===== config.mk =====
export PLATFORM = sky130hd
export DESIGN_NAME = ex_mdu
export DESIGN_NICKNAME = d
export VERILOG_FILES = /design/src/rtl/ex_mdu.sv
export SDC_FILE = /design/constraint.sdc
export NUM_CORES = 1
export LEC_CHECK = 0
export CAP_MARGIN = 25
export CORE_MARGIN = 2
export CORE_UTILIZATION = 30
export CTS_CLUSTER_SIZE = 30
export DETAILED_ROUTE_END_ITERATION = 16
export MAX_ROUTING_LAYER = met4
export PLACE_DENSITY = 0.58
export SYNTH_ARGS = -nofsm -noshare
export SYNTH_HDL_FRONTEND = slang
export SYNTH_SLANG_ARGS = --single-unit
export TNS_END_PERCENT = 1

===== constraint.sdc =====
create_clock -name clk -period 11.1 [get_ports clk]
set_input_delay 2.22 -clock clk [delete_from_list [all_inputs] [get_ports clk]]
set_output_delay 2.22 -clock clk [all_outputs]
set_load 0.05 [all_outputs]

===== src/rtl/ex_mdu.sv =====
// Execute stage: logic/shift/move results, HI/LO register pair and a restoring divider.
// Latency: results are combinational (zero cycles); a divide takes 33 stall cycles then 1 DONE cycle (1 stall cycle on divide-by-zero).
// Backpressure: stallreq_o holds the upstream pipeline while a divide is in flight; cancel_i aborts it without touching HI/LO.
module ex_mdu #(
  parameter int DATA_W     = 32,
  parameter int DIV_CYCLES = 32
) (
  input  logic              clk,
  input  logic              rst,
  input  logic [7:0]        aluop_i,
  input  logic [2:0]        alusel_i,
  input  logic [DATA_W-1:0] reg1_i,
  input  logic [DATA_W-1:0] reg2_i,
  input  logic [4:0]        wd_i,
  input  logic              wreg_i,
  input  logic              cancel_i,
  output logic [DATA_W-1:0] wdata_o,
  output logic [4:0]        wd_o,
  output logic              wreg_o,
  output logic              stallreq_o,
  output logic [DATA_W-1:0] hi_o,
  output logic [DATA_W-1:0] lo_o
);

  localparam logic [7:0] OP_AND  = 8'h24;
  localparam logic [7:0] OP_OR   = 8'h25;
  localparam logic [7:0] OP_XOR  = 8'h26;
  localparam logic [7:0] OP_NOR  = 8'h27;
  localparam logic [7:0] OP_LUI  = 8'h5C;
  localparam logic [7:0] OP_SLL  = 8'h7C;
  localparam logic [7:0] OP_SRL  = 8'h02;
  localparam logic [7:0] OP_SRA  = 8'h03;
  localparam logic [7:0] OP_MOVZ = 8'h0A;
  localparam logic [7:0] OP_MOVN = 8'h0B;
  localparam logic [7:0] OP_MFHI = 8'h10;
  localparam logic [7:0] OP_MTHI = 8'h11;
  localparam logic [7:0] OP_MFLO = 8'h12;
  localparam logic [7:0] OP_MTLO = 8'h13;
  localparam logic [7:0] OP_DIV  = 8'h1A;
  localparam logic [7:0] OP_DIVU = 8'h1B;

  localparam logic [2:0] SEL_NOP   = 3'b000;
  localparam logic [2:0] SEL_LOGIC = 3'b001;
  localparam logic [2:0] SEL_SHIFT = 3'b010;

  localparam int CNT_W = $clog2(DIV_CYCLES);
  localparam int SH_W  = $clog2(DATA_W);

  typedef enum logic [1:0] {
    S_IDLE = 2'd0,
    S_BUSY = 2'd1,
    S_DONE = 2'd2
  } state_t;

  state_t            state, state_nxt;
  logic [CNT_W-1:0]  cnt;
  logic [DATA_W-1:0] quo;        // dividend shifts out of here, quotient bits shift in
  logic [DATA_W-1:0] rem;        // partial remainder
  logic [DATA_W-1:0] dvsr;       // divisor magnitude
  logic [DATA_W-1:0] dvnd_raw;   // untouched dividend, returned in HI on divide-by-zero
  logic              neg_q;
  logic              neg_r;
  logic              dvz;

  logic              is_div;
  logic              is_signed_div;
  logic              stall_raw;
  logic              div_start;
  logic              div_step;
  logic              div_wr;

  logic [DATA_W:0]   shifted;
  logic [DATA_W:0]   diff;
  logic [DATA_W-1:0] rem_nxt;
  logic [DATA_W-1:0] quo_nxt;
  logic [DATA_W-1:0] q_fix;
  logic [DATA_W-1:0] r_fix;

  logic [DATA_W-1:0] hi;
  logic [DATA_W-1:0] lo;
  logic [DATA_W-1:0] res;
  logic [SH_W-1:0]   shamt;

  assign is_div        = (aluop_i == OP_DIV) || (aluop_i == OP_DIVU);
  assign is_signed_div = (aluop_i == OP_DIV);
  assign shamt         = reg1_i[SH_W-1:0];

  // Divider state register
  always_ff @(posedge clk or posedge rst) begin
    if (rst) state <= S_IDLE;
    else     state <= state_nxt;
  end

  // Divider next state, stall request and datapath controls
  always_comb begin
    state_nxt = state;
    stall_raw = 1'b0;
    div_start = 1'b0;
    div_step  = 1'b0;
    div_wr    = 1'b0;
    case (state)
      S_IDLE: begin
        if (is_div) begin
          stall_raw = 1'b1;
          div_start = 1'b1;
          state_nxt = (reg2_i == '0) ? S_DONE : S_BUSY;
        end
      end
      S_BUSY: begin
        if (cancel_i) begin
          state_nxt = S_IDLE;
        end else begin
          stall_raw = 1'b1;
          div_step  = 1'b1;
          if (cnt == CNT_W'(DIV_CYCLES - 1)) state_nxt = S_DONE;
        end
      end
      S_DONE: begin
        // Stall is released so the divide leaves ID/EX; results commit at this edge.
        state_nxt = S_IDLE;
        div_wr    = !cancel_i;
      end
      default: state_nxt = S_IDLE;
    endcase
  end

  // One restoring shift-subtract step: a clear borrow bit means the divisor fits.
  always_comb begin
    shifted = {rem, quo[DATA_W-1]};
    diff    = shifted - {1'b0, dvsr};
    if (!diff[DATA_W]) begin
      rem_nxt = diff[DATA_W-1:0];
      quo_nxt = {quo[DATA_W-2:0], 1'b1};
    end else begin
      rem_nxt = shifted[DATA_W-1:0];
      quo_nxt = {quo[DATA_W-2:0], 1'b0};
    end
  end

  // Divider operand latch and iteration registers
  always_ff @(posedge clk or posedge rst) begin
    if (rst) begin
      cnt      <= '0;
      quo      <= '0;
      rem      <= '0;
      dvsr     <= '0;
      dvnd_raw <= '0;
      neg_q    <= 1'b0;
      neg_r    <= 1'b0;
      dvz      <= 1'b0;
    end else if (div_start) begin
      cnt      <= '0;
      rem      <= '0;
      dvnd_raw <= reg1_i;
      dvz      <= (reg2_i == '0);
      neg_q    <= is_signed_div && (reg1_i[DATA_W-1] ^ reg2_i[DATA_W-1]);
      neg_r    <= is_signed_div && reg1_i[DATA_W-1];
      quo      <= (is_signed_div && reg1_i[DATA_W-1]) ? -reg1_i : reg1_i;
      dvsr     <= (is_signed_div && reg2_i[DATA_W-1]) ? -reg2_i : reg2_i;
    end else if (div_step) begin
      cnt      <= cnt + CNT_W'(1);
      rem      <= rem_nxt;
      quo      <= quo_nxt;
    end
  end

  // Sign fix-up: quotient negative when signs differ, remainder follows the dividend.
  always_comb begin
    q_fix = neg_q ? -quo : quo;
    r_fix = neg_r ? -rem : rem;
  end

  // HI/LO: divide completion has priority; MTHI/MTLO cannot coincide with it.
  always_ff @(posedge clk or posedge rst) begin
    if (rst) begin
      hi <= '0;
      lo <= '0;
    end else if (div_wr) begin
      if (dvz) begin
        lo <= '1;
        hi <= dvnd_raw;
      end else begin
        lo <= q_fix;
        hi <= r_fix;
      end
    end else begin
      if (aluop_i == OP_MTHI) hi <= reg1_i;
      if (aluop_i == OP_MTLO) lo <= reg1_i;
    end
  end

  // Zero-latency result mux; any unlisted class/op pair yields zero.
  always_comb begin
    res = '0;
    case (alusel_i)
      SEL_LOGIC: begin
        case (aluop_i)
          OP_AND:  res = reg1_i & reg2_i;
          OP_OR:   res = reg1_i | reg2_i;
          OP_XOR:  res = reg1_i ^ reg2_i;
          OP_NOR:  res = ~(reg1_i | reg2_i);
          OP_LUI:  res = {reg2_i[DATA_W-17:0], 16'h0000};
          default: res = '0;
        endcase
      end
      SEL_SHIFT: begin
        case (aluop_i)
          OP_SLL:  res = reg2_i << shamt;
          OP_SRL:  res = reg2_i >> shamt;
          OP_SRA:  res = DATA_W'($signed(reg2_i) >>> shamt);
          default: res = '0;
        endcase
      end
      SEL_NOP: begin
        case (aluop_i)
          OP_MOVZ, OP_MOVN: res = reg1_i;
          OP_MFHI:          res = hi;
          OP_MFLO:          res = lo;
          default:          res = '0;
        endcase
      end
      default: res = '0;
    endcase
  end

  // Outputs forced to zero while reset is held.
  always_comb begin
    wdata_o    = rst ? '0 : res;
    wd_o       = rst ? 5'd0 : wd_i;
    wreg_o     = rst ? 1'b0 : wreg_i;
    stallreq_o = rst ? 1'b0 : stall_raw;
    hi_o       = hi;
    lo_o       = lo;
  end

endmodule


==> results.toml <==
[logic_synthesis]
synth_top_cell_by_area = "dfrtp_1"
ys.warnings.count = 0
synth.ff_latch_count = 202
synth_flop_cell = "dfrtp_1"
synth-seq-area-share_pct = 25.1
synth_cell_type_count = 74
synthCells = 2571
syn_area_um2 = 20100
synth_edf_count = 0
synthTopCellsByArea = "dfrtp_1, ha_1, mux4_2"
synth_nets = 2760
async_reset_ff_share_pct = 100
synth_area_per_cell_um2 = 7.83
synth_top_area_share_pct = 25.1

[worst_setup_path]
cp_slowest_cell = "and3_1"
crit_arrival_ps = 6370
path_buf_inv = 2
critPathRequiredTime_ps = 8880
cp_slowest_stage_delay_ps = 870
cp_max_fo = 19
cp_top_family = "simple AND/OR/NAND/NOR gates"
worstPathCellList = "clkdlybuf4s50_1, nor4_1, and3_1, nand2_1, o21ai_0, nand3_1, a311o_1, nand2_1, nand3_1, a21oi_1, clkdlybuf4s50_1"
critPathKind = "in2out"
cp-end-kind = "primary output"
start_kind = "primary input"

[clocking]
clk_latency_ps = 580
post_cts_resized = 0
cts_buffers = 26
cts_tree = "yes"
cts_hold_buffers = 0
cts_num_sinks = 202
cts-root-buf = "clkbuf_16"
clkSlewWorstSetupHoldPaths_ps = 60
cts_buffer_depth = 3
post-cts-setup-buffer-count = 0
htree_levels = 1

[floorplan]
coreArea_um2 = 66800
rows = 95
ios = 187
die-area_um2 = 69200
start_util_pct = 30.2
die_h_um = 263
die_w_um = 263

[routing]
dr.pass1.iters = 5
route.detailed.drc = 0
vias = 20598
via_per_inst = 5.87
drt_iter0_drc = 2218
route.detailed.wl_per_inst_um = 25.2
drtAntennaViolNets = 0
wl_mm = 88.6

[finish]
final_common_cell = "nand2_1"
utilization_pct = 35.2
multi_input_area_um2 = 13900
layout.nets = 2803
final_cell_mix = "nand2_1, nor2_1, o21ai_0"
seq_area_um2 = 5060
fillers = 7080
drive_gt1_share_pct = 8.88
area_growth_pct = 16.9

[sta]
finalMaxSlewViolations = 0
setup_tns_ps = 0
period_needed_ps = 8590
hold_violations = 0
rsz0062_at_grt = "no"
finalClockSkew_ps = 48.6
period_share_pct = 77.4
clock.fmax_mhz = 116
worst-slew-pin-transition_ps = 1090
max_slew_margin_pct = 26.7
setup_viol = 0

[global_route]
grt_pass1_vias = 18970
antenna_found_initial = 3
overflow = 0
grt_max_degree = 96
grt_pass1_wl_mm = 131
grt_use_total_pct = 25.4

[power_and_ir_drop]
powerDensity_nw_per_um2 = 115
leakage_nw = 9.52
peakVddDrop_mv = 0.112

[placement]
gp_congestion = 1.05
dpl.hpwl_mm = 65.1
io_buffers = 186

[status]
status = "completed"

[hold_path]
hold_path_class = "reg2reg"

[flow_run]
max-cap-violations = 0
-- worst reg2reg max path, stage by stage (launching register included) --
cell and delay (ps):
dfrtp_1 320, inv_1 190, ha_1 300, fa_1 380, nand2b_1 210, a21oi_1 150, a211oi_1 120, o311ai_1 700
a21oi_1 260, o31ai_1 600, xor2_4 170, buf_4 480, nor2_1 280, a221o_1 360
-- routing by layer --
metal | GRT usage, % | part of all wire [%] | routed length, um
met1 | 34.7 | 42 | 37400
met2 | 36.9 | 43 | 38100
met3 | 4.83 | 9.6 | 8540
met4 | 9.93 | 5.1 | 4520
met5 | - | 0 | 0
-- cell families (layout without fill, tap and decap cells) --
| logic type | Yosys count | after routing | synth area share [%] |
|---|---|---|---|
| mux | 206 | 206 | 14.0 |
| xor+xnor | 174 | 174 | 7.57 |
| simple gates | 810 | 810 | 17.7 |
| other cells | 0 | 3 | 0 |
| buf+inv | 327 | 390 | 6.15 |
| compound gates | 747 | 747 | 23.0 |
| flops | 202 | 202 | 25.1 |
| fa+ha+maj | 105 | 105 | 6.56 |
-- layout make-up --
class / count / area share [%]
repair buffers: 233 / 9.37
well taps: 873 / 4.64
clock buffers: 42 / 3.40
clock inverters: 6 / 0.186
diodes: 3 / 0.0319
flip-flops and latches: 202 / 21.5
multi-input cells: 2042 / 59.1
inverters: 109 / 1.77
-- path summary, 6_finish.rpt --
check / start / endpoint / slack (ps) / cells after the start
worst min register to register: dvsr[3] / dvsr[3] / 470 / 2
worst max register to register: quo[31] / rem[30] / 6420 / 13
min in group asynchronous: rst / quo[2] / 2110 / 2
max in group asynchronous: rst / dvz / 7490 / 3
worst max-delay path: aluop_i[5] / wdata_o[3] / 2510 / 11
worst min-delay path: dvsr[3] / dvsr[3] / 470 / 2
-- cells in the mapped netlist, types with 4 or more instances --
cell      count
a211oi_1     37
a21boi_0      4
a21o_1       17
a21oi_1     182
a221o_1       8
a221oi_1      5
a22oi_1      59
a31o_2        5
a31oi_1      59
a32oi_1      17
and3_1       21
buf_1        27
buf_2         6
clkbuf_1    184
dfrtp_1     202
ha_1        104
inv_1       107
mux2_2       41
mux2i_1     109
mux4_2       56
nand2_1     324
nand2b_1     12
nand3_1      49
nand3b_1     10
nand4_1      10
nor2_1      268
nor2b_1      14
nor3_1       32
nor3b_1       9
nor4_1       12
o211ai_1     19
o21ai_0     218
o22a_1        6
o22ai_1      37
o311ai_0      4
o31ai_1      23
o41ai_1      13
or2_2        10
or3_1        15
or4_1         7
xnor2_1     119
xor2_1       55
-- sequential cells by signal, summed over array words and instances, names as in the netlist --
| name | count |
|---|---|
| dvz | 1 |
| neg_q | 1 |
| dvsr | 32 |
| cnt | 5 |
| dvnd_raw | 32 |
| lo_o | 32 |
| rem | 32 |
| state | 2 |
| neg_r | 1 |
| hi_o | 32 |
| quo | 32 |
-- report_power, final --
| group | switching (mW) | internal [mW] |
|---|---|---|
| clock | 0.359 | 0.491 |
| sequential | 0.107 | 0.822 |
| combinational | 0.570 | 0.353 |
| total | 1.04 | 1.67 |
-- metrics by stage --
step                cell area [um^2]  hold slack, ps  worst slack, ps  total power [mW]  std cells
finish                         23500             474             2510              2.70       3510
global route                   23500             502             2330              2.83       3509
CTS                            23500             476             2640              2.70       3507
detailed placement             22700             463             2640              1.84       3459
global placement               22700             455             2580              1.84       3457
floorplan                      20100             441             2270              1.53       2571
(Power assumes the default switching activity.)
